===== src/rtl/sprite_scan_ctrl.sv =====
// sprite_scan_ctrl
//   Walks all OAM entries once per scanline. Each entry takes two cycles:
//   ADDR (index presented) and CMP (Y byte compared against the line). Entries
//   whose rows cover the current line are written, in OAM order, into the
//   next free slot of the sprite store until every slot is full.
//
// Ports
//   clk, nrst      clock, asynchronous active-low reset
//   lcd_on         LCD enable; low aborts any scan and holds the block idle
//   scan_start     start-of-line pulse; begins (or restarts) a scan
//   ly             current line number
//   obj_tall       sprite height select (0: 8 rows, 1: 16 rows), latched at start
//   oam_y          Y byte of the addressed OAM entry, valid in CMP
//   oam_idx        OAM entry index being scanned
//   oam_rd         OAM read request (ADDR and CMP)
//   scan_busy      high from the first ADDR through the last CMP
//   scan_done      one-cycle pulse after a complete scan
//   store_we       one-hot slot write strobe (registered)
//   store_idx      OAM index to store
//   store_line     sprite row offset to store
//   sprite_count   slots filled on the current line
module sprite_scan_ctrl #(
  parameter int unsigned NUM_ENTRIES = 40,
  parameter int unsigned NUM_SLOTS   = 10,
  parameter int unsigned Y_OFFSET    = 16
) (
  input  logic                 clk,
  input  logic                 nrst,
  input  logic                 lcd_on,
  input  logic                 scan_start,
  input  logic [7:0]           ly,
  input  logic                 obj_tall,
  input  logic [7:0]           oam_y,
  output logic [5:0]           oam_idx,
  output logic                 oam_rd,
  output logic                 scan_busy,
  output logic                 scan_done,
  output logic [NUM_SLOTS-1:0] store_we,
  output logic [5:0]           store_idx,
  output logic [3:0]           store_line,
  output logic [3:0]           sprite_count
);

  typedef enum logic [1:0] {
    IDLE,
    ADDR,
    CMP,
    DONE
  } state_t;

  state_t               state_q, state_d;
  logic [5:0]           oam_idx_q, oam_idx_d;
  logic [3:0]           count_q, count_d;
  logic [NUM_SLOTS-1:0] store_we_q, store_we_d;
  logic [5:0]           store_idx_q, store_idx_d;
  logic [3:0]           store_line_q, store_line_d;
  logic                 tall_q, tall_d;

  logic [8:0]           diff;
  logic                 hit;

  always_ff @(posedge clk or negedge nrst) begin
    if (!nrst) begin
      state_q      <= IDLE;
      oam_idx_q    <= '0;
      count_q      <= '0;
      store_we_q   <= '0;
      store_idx_q  <= '0;
      store_line_q <= '0;
      tall_q       <= 1'b0;
    end else begin
      state_q      <= state_d;
      oam_idx_q    <= oam_idx_d;
      count_q      <= count_d;
      store_we_q   <= store_we_d;
      store_idx_q  <= store_idx_d;
      store_line_q <= store_line_d;
      tall_q       <= tall_d;
    end
  end

  always_comb begin
    state_d      = state_q;
    oam_idx_d    = oam_idx_q;
    count_d      = count_q;
    store_we_d   = '0;
    store_idx_d  = store_idx_q;
    store_line_d = store_line_q;
    tall_d       = tall_q;

    // A negative difference wraps and sets bit 8, so it can never hit.
    diff = {1'b0, ly} + 9'(Y_OFFSET) - {1'b0, oam_y};
    hit  = !diff[8] && (diff < (tall_q ? 9'd16 : 9'd8));

    // Abort and restart both override normal sequencing; since store_we_d
    // defaults to zero here, a write pending from the current CMP is dropped.
    if (!lcd_on) begin
      state_d = IDLE;
      count_d = '0;
    end else if (scan_start) begin
      state_d   = ADDR;
      oam_idx_d = '0;
      count_d   = '0;
      tall_d    = obj_tall;
    end else begin
      unique case (state_q)
        IDLE: ;
        ADDR: state_d = CMP;
        CMP: begin
          if (hit && (count_q < 4'(NUM_SLOTS))) begin
            for (int unsigned i = 0; i < NUM_SLOTS; i++) begin
              store_we_d[i] = (count_q == 4'(i));
            end
            store_idx_d  = oam_idx_q;
            store_line_d = diff[3:0];
            count_d      = count_q + 4'd1;
          end
          if (oam_idx_q == 6'(NUM_ENTRIES - 1)) begin
            state_d = DONE;
          end else begin
            oam_idx_d = oam_idx_q + 6'd1;
            state_d   = ADDR;
          end
        end
        DONE: state_d = IDLE;
        default: state_d = IDLE;
      endcase
    end
  end

  assign oam_idx      = oam_idx_q;
  assign oam_rd       = (state_q == ADDR) || (state_q == CMP);
  assign scan_busy    = (state_q == ADDR) || (state_q == CMP);
  assign scan_done    = (state_q == DONE);
  assign store_we     = store_we_q;
  assign store_idx    = store_idx_q;
  assign store_line   = store_line_q;
  assign sprite_count = count_q;

endmodule


===== config.mk =====
export PLATFORM = sky130hd
export DESIGN_NAME = sprite_scan_ctrl
export DESIGN_NICKNAME = d
export VERILOG_FILES = /design/src/rtl/sprite_scan_ctrl.sv
export SDC_FILE = /design/constraint.sdc
export NUM_CORES = 1
export LEC_CHECK = 0
export ABC_CLOCK_PERIOD_IN_PS = 2400
export CELL_PAD_IN_SITES_DETAIL_PLACEMENT = 1
export CELL_PAD_IN_SITES_GLOBAL_PLACEMENT = 2
export CORE_MARGIN = 10
export CORE_UTILIZATION = 30
export CTS_CLUSTER_DIAMETER = 60
export DETAILED_ROUTE_END_ITERATION = 10
export PLACE_DENSITY_LB_ADDON = 0.1
export SETUP_SLACK_MARGIN = 0.05
export SLEW_MARGIN = 20
export SYNTH_ARGS = -nofsm -noshare
export SYNTH_HDL_FRONTEND = slang
export SYNTH_SLANG_ARGS = --single-unit

===== constraint.sdc =====
create_clock -name clk -period 2.4 [get_ports clk]
set_input_delay 0.72 -clock clk [delete_from_list [all_inputs] [get_ports clk]]
set_output_delay 0.72 -clock clk [all_outputs]
set_load 0.01 [all_outputs]

**Yosys cells after proc, flatten, opt, wreduce, memory -nomap -nowiden**

Cells that the tools add are included.

- Add/sub/neg operators: 4
- Multipliers: 0
- Divide/modulo/power cells: 0
- $lt $le $gt $ge: 2
- Equal/unequal tests: 17
- Shift-type cells: 0
- Multiplexer cells: 16
- Bitwise logic cells: 1
- Reduce and logical (&&, ||, !) cells: 10

Operator list:

| operator | number |
|---|---|
| 10-bit 2-to-1 mux | 4 |
| 6-bit 2-to-1 mux | 3 |
| 4-bit by 3-bit equality test with 1-bit output (second input constant) | 4 |
| 4-bit 2-to-1 mux | 4 |
| 8-bit by 5-bit adder with 9-bit output (second input constant) | 1 |
| 9-bit by 5-bit less-than comparator with 1-bit output | 1 |
| 9-bit by 8-bit subtractor with 9-bit output | 1 |
| 4-bit by 2-bit equality test with 1-bit output (second input constant) | 2 |
| 4-bit equality test (second input constant) | 2 |
| 6-bit by 1-bit adder with 6-bit output (second input constant) | 1 |
| 6-bit equality test (second input constant) | 1 |
| 2-bit 2-to-1 mux | 3 |
| 3-bit by 1-bit != test with 1-bit output (second input constant) | 2 |
| 2-bit case mux with 3 select lines | 1 |
| 5-bit 2-to-1 mux | 1 |
| 5-bit by 1-bit != test with 1-bit output (second input constant) | 1 |
| 4-bit by 1-bit adder with 4-bit output (second input constant) | 1 |
| 2-bit equality test (second input constant) | 2 |
| 4-bit by 1-bit equality test with 1-bit output (second input constant) | 1 |
| 4-bit logical NOT | 1 |
| 4-bit less-than comparator (second input constant) | 1 |
| 2-bit AND reduction | 2 |
| 4-bit AND reduction | 1 |
| 3-bit AND reduction | 1 |
| other kinds (7) | 8 |

- Register bits after elaboration: 33
- Latch bits: 0
- Memory bits (writable): 0
- ROM bits: 0
- Input bits: 21
- Output and inout port bits: 33
- Logic and storage cells: 57
- Memories: 0

**Depth between registers and ports, before layout**

- Depth in word-level cells: 9
- Depth in mapped cells: 14
- Mapped depth without buffers: 13

**Worst setup path after synthesis**

OpenSTA, ideal clock, no wires.

- Path type: input to register
- Start point: input oam_y[2]
- End point: register store_idx_q[0], in the netlist store_idx[0]
- Data arrival time: 3.273 ns
- Data required time: 2.275 ns
- Path slack: -0.997 ns
- Stages on the path: 12
- Buffers on the path: 0
- Path through: inv_1 > ha_1 > ha_1 > a21o_1 > a21oi_1 > xnor2_1 > ha_1 > inv_1 > o2111a_1 > o211ai_1 > nor4_4 > mux2_2

- Longest elaborated chain between the ends: 5
- Elaborated cells between the ends (all ways): 6
- Classes of those cells: 1 x add/sub; 1 x order compare; 4 x reduce/logical

RTL lines:

| item | line | source |
|---|---|---|
| start: declaration | 33 | `input logic [7:0] oam_y,` |
| 9-bit by 8-bit subtractor with 9-bit output * | 92 | `diff = {1'b0, ly} + 9'(Y_OFFSET) - {1'b0, oam_y};` |
| 9-bit by 5-bit less-than comparator with 1-bit output / 1-bit logical NOT (equally long branches) | 93 | `hit = !diff[8] && (diff < (tall_q ? 9'd16 : 9'd8));` |
| 1-bit logical AND * | 93 |  |
| 1-bit logical AND * | 110 | `if (hit && (count_q < 4'(NUM_SLOTS))) begin` |
| 4-bit AND reduction (no line) * | -- |  |
| end signal: assignment | 76 | `store_idx_q <= store_idx_d;` |
| end: declaration | 55 | `logic [5:0] store_idx_q, store_idx_d;` |

Every way passes the cells marked *; elsewhere a longest branch is shown, timed or not.
A chain may end at the register's enable or synchronous reset.

**Worst setup path in the final report**

- Start point: input ly[3]
- End point: register store_idx_q[3], in the netlist store_idx[3]

- Longest elaborated chain between the ends: 6
- Elaborated cells between the ends (all ways): 7
- Classes of those cells: 2 x add/sub; 1 x order compare; 4 x reduce/logical

RTL lines:

| item | line | source |
|---|---|---|
| start: declaration | 31 | `input logic [7:0] ly,` |
| 8-bit by 5-bit adder with 9-bit output * | 92 |  |
| 9-bit by 8-bit subtractor with 9-bit output * | 92 |  |
| 9-bit by 5-bit less-than comparator with 1-bit output / 1-bit logical NOT (equally long branches) | 93 |  |
| 1-bit logical AND * | 93 |  |
| 1-bit logical AND * | 110 |  |
| 4-bit AND reduction (no line) * | -- |  |

Marked as above.

==> flow_metrics.env <==
export IMPL_outcome="complete, but fails checks"
export IMPL_violations="negative setup slack"
export IMPL_ys_seq_area_frac=0.3892
export IMPL_dp_cells=386
export IMPL_antenna_cells=0
export IMPL_syn_area_mm2=0.002122
export IMPL_synth_ff_type="dfrtp_1"
export IMPL_wl_per_cell_um=15.82
export IMPL_ys_warnings_count=0
export IMPL_path_clk_slew_ns=0.07
export IMPL_die_area_mm2=0.01084
export IMPL_vias=1906
export IMPL_pwr_density_cell_mw_per_mm2=434.3
export IMPL_crit_start="ly[3]"
export IMPL_path_buf_inv=4
export IMPL_areaGrowthSynthToFinish_pct=60.50
export IMPL_synth_edf_count=0
export IMPL_dp_hpwl_um=4676
export IMPL_grtUsageTotal=0.1175
export IMPL_fillCellCount=767
export IMPL_r2r_setup_slack_ns=0.18
export IMPL_maxCapViolations=0
export IMPL_antenna_found_initial=0
export IMPL_finalWorstSetupSlack_ns=-0.7376
export IMPL_worstPathCellList="dlygate4sd2_1 -> ha_4 -> ha_4 -> a21oi_4 -> xnor2_2 -> ha_1 -> nand2_1 -> o2111a_1 -> buf_6 -> o211ai_1 -> nor4_4 -> buf_12 -> buf_12 -> mux2_4"
export IMPL_met1_length_um=2898
export IMPL_slew_viol_final=0
export IMPL_coreArea_mm2=0.006832
export IMPL_cp_required_ns=2.57
export IMPL_timing_rr_start="state_q[0]$_DFFE_PN0P_"
export IMPL_finalPower_w=0.001479
export IMPL_cts_tree="built"
export IMPL_grt_pass1_vias=2097
export IMPL_max_vdd_ir_drop_v=0.0002504
export IMPL_wirelength_um=6328
export IMPL_synth_ff_latch_count=33
export IMPL_critical_path_startpoint_type="input pin"
export IMPL_seqCellArea_um2=825.8
export IMPL_fin_worst_skew_ns=0.006239
export IMPL_num_nets_final=349
export IMPL_crit_arrival_ns=3.31
export IMPL_worst_pin_slew_ns=0.6885
export IMPL_worst_setup_path_type="in2reg"
export IMPL_final_cells=400
export IMPL_portBuffers=53
export IMPL_period_needed_ns=3.138
export IMPL_via_per_inst=4.765
export IMPL_io_pins=54
export IMPL_start_util=0.3106
export IMPL_synthArstFlopShare=1.000
export IMPL_crit_cells=14
export IMPL_cp_end_kind="register"
export IMPL_grt_max_degree=34
export IMPL_power_static_leakage_nw=1.449
export IMPL_maxSlewHeadroom=0.5410
export IMPL_max_stage_delay_ns=0.31
export IMPL_hold_violations=0
export IMPL_grt_first_pass_wirelength_um=10610
export IMPL_reg2reg_depth=10
export IMPL_ant_nets=0
export IMPL_core_rowCount=30
export IMPL_hp_class="reg2reg"
export IMPL_synth_nets=259
export IMPL_highest_layer="met4"
export IMPL_clock_fmax_mhz=318.7
export IMPL_min_period_over_period=1.307
export IMPL_critPathMaxFanout=5
export IMPL_detail_route_drc_violations=0
export IMPL_first_pass_iters=4
export IMPL_multiInputGateArea_mm2=0.001410
export IMPL_crit_slowest_cell="ha_1"
export IMPL_cts_made_buffers=5
export IMPL_cts_max_level=2
export IMPL_layout_commonest_cell="clkdlybuf4s50_1"
export IMPL_endpoint="store_idx[3]$_DFFE_PN0P_"
export IMPL_setup_violations=24
export IMPL_final_cell_mix="41 x clkdlybuf4s50_1, 33 x dfrtp_1, 31 x buf_4, 21 x nand2_1, 20 x inv_1"
export IMPL_clockRootBuffer="clkbuf_8"
export IMPL_grt_overflow=0
export IMPL_cts_buffer_depth=2
export IMPL_drt_iter0_drc=33
export IMPL_wl_met3_um=217
export IMPL_die_y_um=104.1
export IMPL_avgSynthCellArea_um2=9.963
export IMPL_clk_insertion_delay_late_ns=0.29
export IMPL_syn_instance_count=213
export IMPL_yosysUniqueCellTypes=46
export IMPL_gp_congestion=0.7293
export IMPL_layout_drive_gt1_share=0.3158
export IMPL_die_w_um=104.1
export IMPL_met2WireLength_um=3144
export IMPL_cts_sinks=33
export IMPL_rsz0062_at_grt="yes"
export IMPL_r2r_end="store_idx[3]$_DFFE_PN0P_"
export IMPL_crit_family="adder cells"
## layer usage
metal	vias up	GRT usage
li1	921	-
met1	947	0.1395
met2	31	0.2050
met3	7	0.02788
met4	0	0.03280
met5	-	0
## logic make-up after synthesis
family | share of synthesized area
AO/OA/AOI/OAI | 0.1144
XOR/XNOR | 0.02064
adder cells (fa/ha/maj) | 0.1509
buffers and inverters | 0.06309
flip-flops | 0.3892
multiplexers | 0.07135
AND/OR/NAND/NOR | 0.1905
## per-stage QoR
stage	util	cell area, um^2	setup TNS (ns)	setup slack, ns	hold WS [ns]
after floorplan	-	2202	-18.05	-0.8394	0.4244
after global routing	0.4985	3406	-18.43	-0.8394	0.5273
final	0.4985	3406	-15.90	-0.7376	0.5117
after detailed placement	0.4482	3062	-34.64	-1.574	0.4973
after CTS	0.4947	3379	-17.22	-0.8632	0.5162
after global placement	0.4482	3062	-33.68	-1.500	0.4897
## registers in the layout (all words and copies together) (netlist names)
| signal | cells |
|---|---|
| tall_q | 1 |
| sprite_count | 4 |
| store_we | 10 |
| state_q | 2 |
| store_line | 4 |
| store_idx | 6 |
| oam_idx | 6 |
## power by group
| part | switching (W) | total (W) | internal (W) |
|---|---|---|---|
| sequential | 0.0000251 | 0.000598 | 0.000573 |
| clock | 0.000220 | 0.000421 | 0.000200 |
| combinational | 0.000218 | 0.000461 | 0.000243 |
## Yosys cell counts (all sizes together) (2+ instances only)
cell | n | area (um^2)
nand2 | 21 | 78.83
mux2i | 5 | 50.05
inv | 25 | 93.84
nor2 | 8 | 30.03
dfrtp | 33 | 825.8
nand3 | 2 | 10.01
nor4 | 10 | 111.4
mux2 | 9 | 101.4
nand2b | 5 | 31.28
clkbuf | 3 | 12.51
xnor2 | 4 | 35.03
a21oi | 10 | 50.05
a211oi | 2 | 20.02
ha | 24 | 300.3
nand4 | 2 | 12.51
o211ai | 5 | 37.54
o21ai | 10 | 50.04
nor2b | 3 | 18.77
nor3 | 7 | 35.03
o2111a | 2 | 22.52
buf | 5 | 27.52
## how the worst min path moves through the flow
stage,slack (ns),endpoint,cells after the start,startpoint
2_1_floorplan,0.42,oam_idx[0]$_DFFE_PN0P_,0,nrst
3_3_place_gp,0.49,store_line[2]$_DFFE_PN0P_,1,store_line[2]$_DFFE_PN0P_
3_5_place_dp,0.50,store_line[2]$_DFFE_PN0P_,1,store_line[2]$_DFFE_PN0P_
4_1_cts,0.52,store_line[2]$_DFFE_PN0P_,1,store_line[2]$_DFFE_PN0P_
5_1_grt,0.53,store_idx[0]$_DFFE_PN0P_,1,store_idx[0]$_DFFE_PN0P_
6_report,0.51,store_idx[5]$_DFFE_PN0P_,1,store_idx[5]$_DFFE_PN0P_
## timing repair
action,CTS,global route
gates resized for setup,64,7
cloned,1,0
pin swaps,21,2
hold buffers,0,0
setup endpoints to repair,24,26
hold endpoints to repair,0,0
buffers inserted,5,0
## cell type report
type / instances / area share
clock inverters: 3 / 0.005143
multi-input cells: 147 / 0.4140
clock buffers: 5 / 0.02021
inverters: 25 / 0.02976
flip-flops and latches: 33 / 0.2425
well taps: 96 / 0.03527
repair buffers: 91 / 0.2531
No activity file was read; power rests on OpenSTA's default activity.
